==> src/rtl/fetch_pkg.sv <==
// Shared definitions for the instruction fetch sequencer: sequencer states
// and instruction geometry.
package fetch_pkg;

    localparam int INST_W         = 32;
    localparam int BYTES_PER_INST = 4;
    localparam int BYTE_IDX_W     = $clog2(BYTES_PER_INST);

    // FETCH issues one byte read per cycle, DRAIN collects the last byte,
    // VALID presents the assembled instruction until it is accepted.
    typedef enum logic [1:0] {
        FETCH = 2'd0,
        DRAIN = 2'd1,
        VALID = 2'd2
    } fetch_state_e;

endpackage

==> src/rtl/inst_fetch_sequencer.sv <==
// Instruction fetch sequencer: reads a 32-bit instruction one byte at a time
// from a byte-wide memory with one cycle of read latency, assembles it
// big-endian and hands it downstream over a valid/ready handshake. A redirect
// request restarts fetching at a new word-aligned PC from any state.
module inst_fetch_sequencer
    import fetch_pkg::*;
#(
    parameter logic [31:0] RESET_PC = 32'h0000_0000,
    parameter int          MEM_AW   = 10
) (
    input  logic              clk,
    input  logic              rst_n,
    input  logic              redirect_valid,
    input  logic [31:0]       redirect_pc,
    output logic              mem_rd_en,
    output logic [MEM_AW-1:0] mem_addr,
    input  logic [7:0]        mem_rdata,
    output logic              inst_valid,
    input  logic              inst_ready,
    output logic [INST_W-1:0] inst_out,
    output logic [31:0]       pc_out
);

    localparam logic [BYTE_IDX_W-1:0] LAST_IDX = BYTE_IDX_W'(BYTES_PER_INST - 1);

    fetch_state_e          state_q, state_d;
    logic [31:0]           pc_q, pc_d;
    logic [31:0]           pc_out_q, pc_out_d;
    logic [BYTE_IDX_W-1:0] idx_q, idx_d;
    logic [INST_W-1:0]     inst_q, inst_d;
    // Low during reset and for the first edge after it, so no read is issued
    // until the cycle that follows the first rising edge out of reset.
    logic                  run_q;
    logic                  capture;
    logic [BYTE_IDX_W-1:0] slot;

    // State register and datapath registers, all cleared asynchronously.
    always_ff @(posedge clk or negedge rst_n) begin
        if (!rst_n) begin
            state_q  <= FETCH;
            pc_q     <= RESET_PC;
            pc_out_q <= '0;
            idx_q    <= '0;
            inst_q   <= '0;
            run_q    <= 1'b0;
        end else begin
            // NOTE: non-blocking assignments so every register samples the
            // pre-edge values, independent of statement order.
            state_q  <= state_d;
            pc_q     <= pc_d;
            pc_out_q <= pc_out_d;
            idx_q    <= idx_d;
            inst_q   <= inst_d;
            run_q    <= 1'b1;
        end
    end

    // Next-state logic: byte sequencing, assembly, handshake and redirect.
    always_comb begin
        // NOTE: every signal gets a default first so no path leaves one
        // unassigned, which would infer a latch.
        state_d  = state_q;
        pc_d     = pc_q;
        pc_out_d = pc_out_q;
        idx_d    = idx_q;
        inst_d   = inst_q;
        capture  = 1'b0;
        // The byte arriving now was issued one cycle ago, i.e. for idx_q-1;
        // in DRAIN idx_q has wrapped to 0, so this lands on the last byte.
        slot     = idx_q - 1'b1;

        unique case (state_q)
            FETCH: begin
                if (run_q) begin
                    capture = (idx_q != '0);
                    idx_d   = idx_q + 1'b1;
                    if (idx_q == LAST_IDX) begin
                        state_d = DRAIN;
                    end
                end
            end
            DRAIN: begin
                capture  = 1'b1;
                pc_out_d = pc_q;
                state_d  = VALID;
            end
            VALID: begin
                if (inst_ready) begin
                    pc_d    = pc_q + 32'd4;
                    idx_d   = '0;
                    state_d = FETCH;
                end
            end
            default: begin
                state_d = FETCH;
            end
        endcase

        if (capture) begin
            inst_d[INST_W - 1 - 8 * int'(slot) -: 8] = mem_rdata;
        end

        // A redirect wins over everything, drops the byte arriving this cycle
        // and restarts at the word-aligned target.
        if (redirect_valid) begin
            state_d  = FETCH;
            pc_d     = redirect_pc & ~32'd3;
            idx_d    = '0;
            inst_d   = inst_q;
            pc_out_d = pc_out_q;
        end
    end

    assign mem_rd_en  = run_q && (state_q == FETCH);
    assign mem_addr   = pc_q[MEM_AW-1:0] + MEM_AW'(idx_q);
    assign inst_valid = (state_q == VALID);
    assign inst_out   = inst_q;
    assign pc_out     = pc_out_q;

endmodule
==> config.mk <==
export PLATFORM = sky130hd
export DESIGN_NAME = inst_fetch_sequencer
export DESIGN_NICKNAME = d
export VERILOG_FILES = /design/src/rtl/fetch_pkg.sv /design/src/rtl/inst_fetch_sequencer.sv
export SDC_FILE = /design/constraint.sdc
export NUM_CORES = 1
export LEC_CHECK = 0
export ABC_AREA = 1
export CAP_MARGIN = 20
export CORE_ASPECT_RATIO = 1.5
export CORE_MARGIN = 1.5
export CORE_UTILIZATION = 46
export DETAILED_ROUTE_END_ITERATION = 8
export GPL_TIMING_DRIVEN = 0
export PLACE_DENSITY = 0.85
export REMOVE_ABC_BUFFERS = 1
export SLEW_MARGIN = 20
export SYNTH_ARGS = -nofsm -noshare
export SYNTH_HDL_FRONTEND = slang
export SYNTH_SLANG_ARGS = --single-unit
==> constraint.sdc <==
create_clock -name clk -period 2.1 [get_ports clk]
set_input_delay 0.21 -clock clk [delete_from_list [all_inputs] [get_ports clk]]
set_output_delay 0.21 -clock clk [all_outputs]
set_load 0.005 [all_outputs]
==> impl_metrics.json, run 1 <==
{
  "status": "finished clean",
  "ios": 120,
  "swShare_pct": 30.5,
  "die-height_um": 132,
  "synth_area_um2": 5130,
  "final_cell_area_um2": 6670,
  "drt_iter0_drc": 364,
  "power_frac_comb_pct": 31.3,
  "cp.arrival_ns": 2.27,
  "hold_viol_final": 0,
  "path_clk_slew_ns": 0.07,
  "grt_pass1_wl_um": 22700,
  "cts_buffers": 9,
  "drive_gt1_share_pct": 8.51,
  "setup_tns_ns": 0,
  "clk_latency_ns": 0.34,
  "synth-seq-area-share_pct": 47.3,
  "avgRoutedWirePerCell_um": 15.6,
  "initial_utilization_pct": 46.9,
  "core_region_area_um2": 10900,
  "layout_common_cells": "nand2_1 (183), clkdlybuf4s50_1 (113), dfrtp_1 (96)",
  "grt_max_degree": 59,
  "powerDensity_nw_per_um2": 954,
  "max_cap_violations": 0,
  "finalSetupViolCount": 0,
  "synth.avg_cell_area_um2": 7.86,
  "finalWeightedCongestion": 0.962,
  "critPathLaunchType": "register",
  "fmax_ghz": 0.502,
  "yosys_register_bits": 97,
  "worst_slew_pin_slew_ns": 0.826,
  "cp.required_ns": 2.38,
  "cp_max_fo": 36,
  "postSynthCellCount": 653,
  "clock-skew-final_ns": 0.00546,
  "nNetsFinal": 798,
  "grt_pass1_vias": 4743,
  "drc": 0,
  "dieArea_um2": 11800,
  "yosys_warnings": 0,
  "io_buffer_count": 115,
  "antenna-diode-count": 0,
  "slew_headroom_pct": 44.8,
  "cts_tree": "yes",
  "ff_latch_area_um2": 2430,
  "p_leak_nw": 3.08,
  "ant_nets": 0,
  "via_count": 4886,
  "power_frac_seq_pct": 41.7,
  "synth_edf_count": 0,
  "multi_input_area_um2": 2340,
  "path_class": "register to register",
  "ys.flop_type": "dfrtp_1",
  "period_needed_ns": 1.99,
  "mostFrequentLayoutCell": "nand2_1",
  "worstSetupEndpointType": "register",
  "fp.dieW_um": 89.2,
  "fill_cells": 974,
  "track_usage_pct": 24.5,
  "vdd_ir_drop_max_mv": 0.521,
  "antenna_found_initial": 0,
  "period_share_pct": 94.9,
  "area_growth_pct": 30.1,
  "wl_um": 14000,
  "firstDrtPassIters": 6,
  "min_path_type": "primary input to asynchronous set/reset pin",
  "async_reset_ff_share_pct": 100,
  "place_hpwl_um": 10100,
  "gr-total-overflow": 0,
  "cts_sinks": 97,
  "num_rows": 47,
  "yosysUniqueCellTypes": 35,
  "p_clk_share_pct": 27.1,
  "maxSlewViolCount": 0,
  "htreeDepth": 3,
  "vias_per_cell": 5.43,
  "cellInternalPower_mw": 4.42,
  "net-switching-power_mw": 1.94,
  "root_buffer": "clkbuf_16",
  "ctsLongestPathBuffers": 2,
  "dpl_cell_area_um2": 6290
}
## kinds of logic (layout without fill, tap and decap cells)
logic type	Yosys count	count (layout)	share of synthesized area, %
muxes	9	9	1.98
DFF	97	97	47.3
buffers and inverters	82	180	7.37
other	2	3	0.146
AOI/OAI and AO/OA	88	88	9.22
and+or+nand+nor	368	368	32.3
adders and majority gates	7	7	1.71
## critical path, cell delays in order, from the launching register on
cell and delay [ns]:
dfrtp_4 0.52, clkinv_4 0.18, ha_1 0.26, o21ai_2 0.27, nand2_8 0.21, nor2_4 0.22, nand4_1 0.14, nand2_1 0.10
## cells in the mapped netlist, types with 8 or more instances
cell      number  share of area, %
nand2_1      183                13
dfrtp_1       97                47
nor2_1        78               5.7
o21ai_0       57               5.6
inv_1         40               2.9
nand3_1       40               3.9
nand4_1       35               4.3
clkbuf_1      17               1.2
mux2_2         9               2.0
buf_2          8              0.78
buf_4          8               1.2
o21ai_1        8              0.78
## state kept, by name, indices dropped and copies added, names as in the netlist
signal	cells
idx_q	2
pc_q	30
run_q	1
state_q	2
pc_out	30
inst_out	32
## area by class of cell
class	instances	area share, %
multi-input combinational	475	35.1
inverter	45	2.89
clock inverter	5	0.919
timing repair buffer	119	18.1
tap	147	2.76
clock buffer	11	3.79
sequential	97	36.4
## per-layer routing
| metal | vias to the layer above | share of wire, % | GRT usage (%) |
|---|---|---|---|
| met2 | 235 | 51 | 40.4 |
| met3 | 49 | 7.0 | 4.95 |
| met1 | 2287 | 38 | 29.2 |
| met5 | - | 0 | 0 |
| met4 | 0 | 4.7 | 13.3 |
| li1 | 2315 | - | - |
## through the flow
stage	cells	total power, mW	hold WS (ns)	worst slack (ns)	utilization (%)
final	899	6.36	0.362	0.107	61.0
after global routing	899	6.72	0.391	-0.00345	61.0
after CTS	897	6.37	0.372	0.000355	60.7
after detailed placement	880	4.63	0.154	-0.920	57.5
after global placement	879	4.56	0.468	-2.79	57.2
after floorplan	617	3.39	-0.0856	-0.299	-
## path summary, 6_finish.rpt
check / startpoint / endpoint / slack, ns / cells after the start
max: idx_q[0] / inst_out[22] / 0.11 / 7
min: rst_n / pc_out[17] / 0.36 / 2
max reg2reg: idx_q[0] / inst_out[22] / 0.11 / 7
min reg2reg: pc_out[2] / pc_out[2] / 0.49 / 2
max in group asynchronous: rst_n / idx_q[0] / 1.12 / 3
min in group clk: redirect_pc[3] / pc_q[3] / 0.49 / 3
## power groups by stage
stage | sequential, mW | combinational (mW) | clock (mW)
3_3_place_gp | 2.67 | 1.89 | 0
4_1_cts | 2.66 | 1.96 | 1.75
6_report | 2.65 | 1.99 | 1.72
5_1_grt | 2.70 | 2.19 | 1.83
2_1_floorplan | 2.67 | 0.721 | 0
3_5_place_dp | 2.69 | 1.94 | 0
## timing repair
action,4_1_cts,5_1_grt
endpoints found under the hold margin,39,0
endpoints found under the setup margin,71,69
hold buffers,1,0
gates cloned,0,0
buffers inserted,0,2
gates resized for setup,9,6
Note: power is estimated with default switching activity, not from simulation.
==> run 2, diff against run 1 <==
--- a/config.mk
+++ b/config.mk
@@ -13,7 +13,6 @@
 export DETAILED_ROUTE_END_ITERATION = 8
 export GPL_TIMING_DRIVEN = 0
 export PLACE_DENSITY = 0.85
-export REMOVE_ABC_BUFFERS = 1
 export SLEW_MARGIN = 20
 export SYNTH_ARGS = -nofsm -noshare
 export SYNTH_HDL_FRONTEND = slang
==> run 2 against run 1 <==
Power grew 3.2%. Clock skew grew 0.0018 ns. Sequential cell count is the same. Non-clock buffer count grew 36. Register-to-register slack lost 0.03 ns. Global-route usage grew 2.1 points. First-iteration DRC count shrank 16%. Critical path depth grew 2. Critical path type unchanged.
==> impl_metrics.json, run 2 (synthesis gave the netlist of run 1 again) <==
{
  "critPathLaunchType": "register",
  "cp.arrival_ns": 2.25,
  "htreeDepth": 3,
  "fill_cells": 961,
  "ff_latch_area_um2": 2430,
  "finalSetupViolCount": 0,
  "firstDrtPassIters": 5,
  "clk_latency_ns": 0.34,
  "maxSlewViolCount": 0,
  "cp.required_ns": 2.32,
  "crit_chain": "buf_4 > clkinv_2 > buf_4 > ha_1 > o21ai_4 > nand2_4 > buf_6 > o21ai_0 > nand2_1",
  "path_class": "register to register",
  "min_path_type": "primary input to asynchronous set/reset pin",
  "avgRoutedWirePerCell_um": 16.3,
  "slew_headroom_pct": 65.7,
  "dpl_worst_slack_ns": -0.393,
  "mostFrequentLayoutCell": "nand2_1",
  "fmax_ghz": 0.494,
  "p_leak_nw": 3.19,
  "setup_ws_ns": 0.0754,
  "max_cap_violations": 0,
  "io_buffer_count": 115,
  "grt_pass1_vias": 4913,
  "dpl_cell_area_um2": 6500,
  "period_share_pct": 96.4,
  "cts_sinks": 97,
  "area_growth_pct": 33.9,
  "drive_gt1_share_pct": 10.3,
  "period_needed_ns": 2.02,
  "vdd_ir_drop_max_mv": 0.449,
  "track_usage_pct": 26.6,
  "hold_viol_final": 0,
  "clock-skew-final_ns": 0.00726,
  "die-height_um": 132,
  "grt_pass1_wl_um": 24100,
  "ant_nets": 0,
  "cts_buffers": 9,
  "worstSetupEndpointType": "register",
  "ctsLongestPathBuffers": 2,
  "via_count": 5022,
  "slowest_delay_ns": 0.36,
  "core_region_area_um2": 10900,
  "fp.dieW_um": 89.2,
  "drt_iter0_drc": 305,
  "ios": 120,
  "cp_max_fo": 12,
  "initial_utilization_pct": 46.9,
  "place_hpwl_um": 11400,
  "powerDensity_nw_per_um2": 957,
  "gr-total-overflow": 0,
  "status": "finished clean",
  "antenna-diode-count": 0,
  "wl_um": 15200,
  "path_common_cell": "buf_4",
  "crit_slowest_cell": "dfrtp_1",
  "path_clk_slew_ns": 0.06,
  "largest_reg_flops": 32,
  "cts_tree": "yes",
  "num_rows": 47,
  "layout_common_cells": "nand2_1 (183), clkdlybuf4s50_1 (114), dfrtp_1 (97)",
  "worst_slew_pin_slew_ns": 0.515,
  "multi_input_area_um2": 2340,
  "final_cell_area_um2": 6870,
  "nNetsFinal": 835,
  "finalWeightedCongestion": 0.957,
  "dieArea_um2": 11800,
  "root_buffer": "clkbuf_16",
  "vias_per_cell": 5.37,
  "grt_max_degree": 51,
  "drc": 0,
  "antenna_found_initial": 0
}
## run 2: changes by cell type in the layout (fill, tap and decap cells not counted), sizes merged
cell / previous run / this run
buf: 3 / 24
clkbuf: 12 / 28
clkinv: 4 / 1
bufinv: 1 / 3
clkdlybuf4s50: 113 / 114
clkinvlp: 1 / 0
dlymetal6s2s: 1 / 0
nand2: 191 / 192
## run 2: timing repair
item	CTS	global route
hold endpoints to repair	47	0
cloned	0	1
setup buffers	1	0
hold buffers	1	0
endpoints found under the setup margin	32	14
gates resized for setup	7	4
pin swaps	0	1
## run 2: per-layer routing
metal,GRT usage [%],share of wire [%],up-vias
met5,0,0,-
met4,13.8,4.5,0
met3,4.63,6.5,55
met2,46.1,53,207
met1,30.3,36,2357
li1,-,-,2403
## run 2: path summary, 6_finish.rpt
path / to / start / cells past startpoint / slack (ns)
max in group asynchronous: inst_out[8] / rst_n / 3 / 1.13
hold reg to reg: pc_out[16] / pc_out[16] / 2 / 0.49
setup reg to reg: inst_out[26] / idx_q[0] / 9 / 0.08
setup / recovery: inst_out[26] / idx_q[0] / 9 / 0.08
hold / removal: pc_out[10] / rst_n / 2 / 0.36
min in group clk: pc_q[3] / redirect_pc[3] / 3 / 0.44
## run 2: power breakdown
group          switching, mW  leakage [nW]  internal (mW)
registers              0.315          1.25           2.33
logic                  0.933          1.79           1.14
clock network          0.692         0.157           1.16
total                   1.94          3.19           4.63
## run 2: cell type report
cell class                 instances  share of cell area (%)
timing repair buffer             118                    17.4
sequential                        97                    35.3
buffer                            37                    3.21
inverter                          45                    2.48
tap                              147                    2.68
clock buffer                      12                    3.44
multi-input combinational        476                    34.1
clock inverter                     3                    1.31
## run 2: worst max-delay path, delay by kind of cell (launching register included)
| family | cells | cell delay [ns] |
|---|---|---|
| buffers and inverters | 4 | 0.68 |
| AOI/OAI and AO/OA | 2 | 0.41 |
| DFF | 1 | 0.36 |
| adders and majority gates | 1 | 0.25 |
| and+or+nand+nor | 2 | 0.20 |
## run 2: through the flow
stage | cells | TNS (ns) | power (mW) | hold WS (ns) | util, %
finish | 935 | 0 | 6.57 | 0.365 | 62.8
global route | 935 | -0.0336 | 6.92 | 0.413 | 62.8
CTS | 934 | 0 | 6.58 | 0.372 | 62.7
detailed placement | 917 | -10.87 | 4.71 | 0.168 | 59.4
global placement | 916 | -279.99 | 4.64 | 0.466 | 59.2
floorplan | 654 | 0 | 3.46 | -0.0856 | -
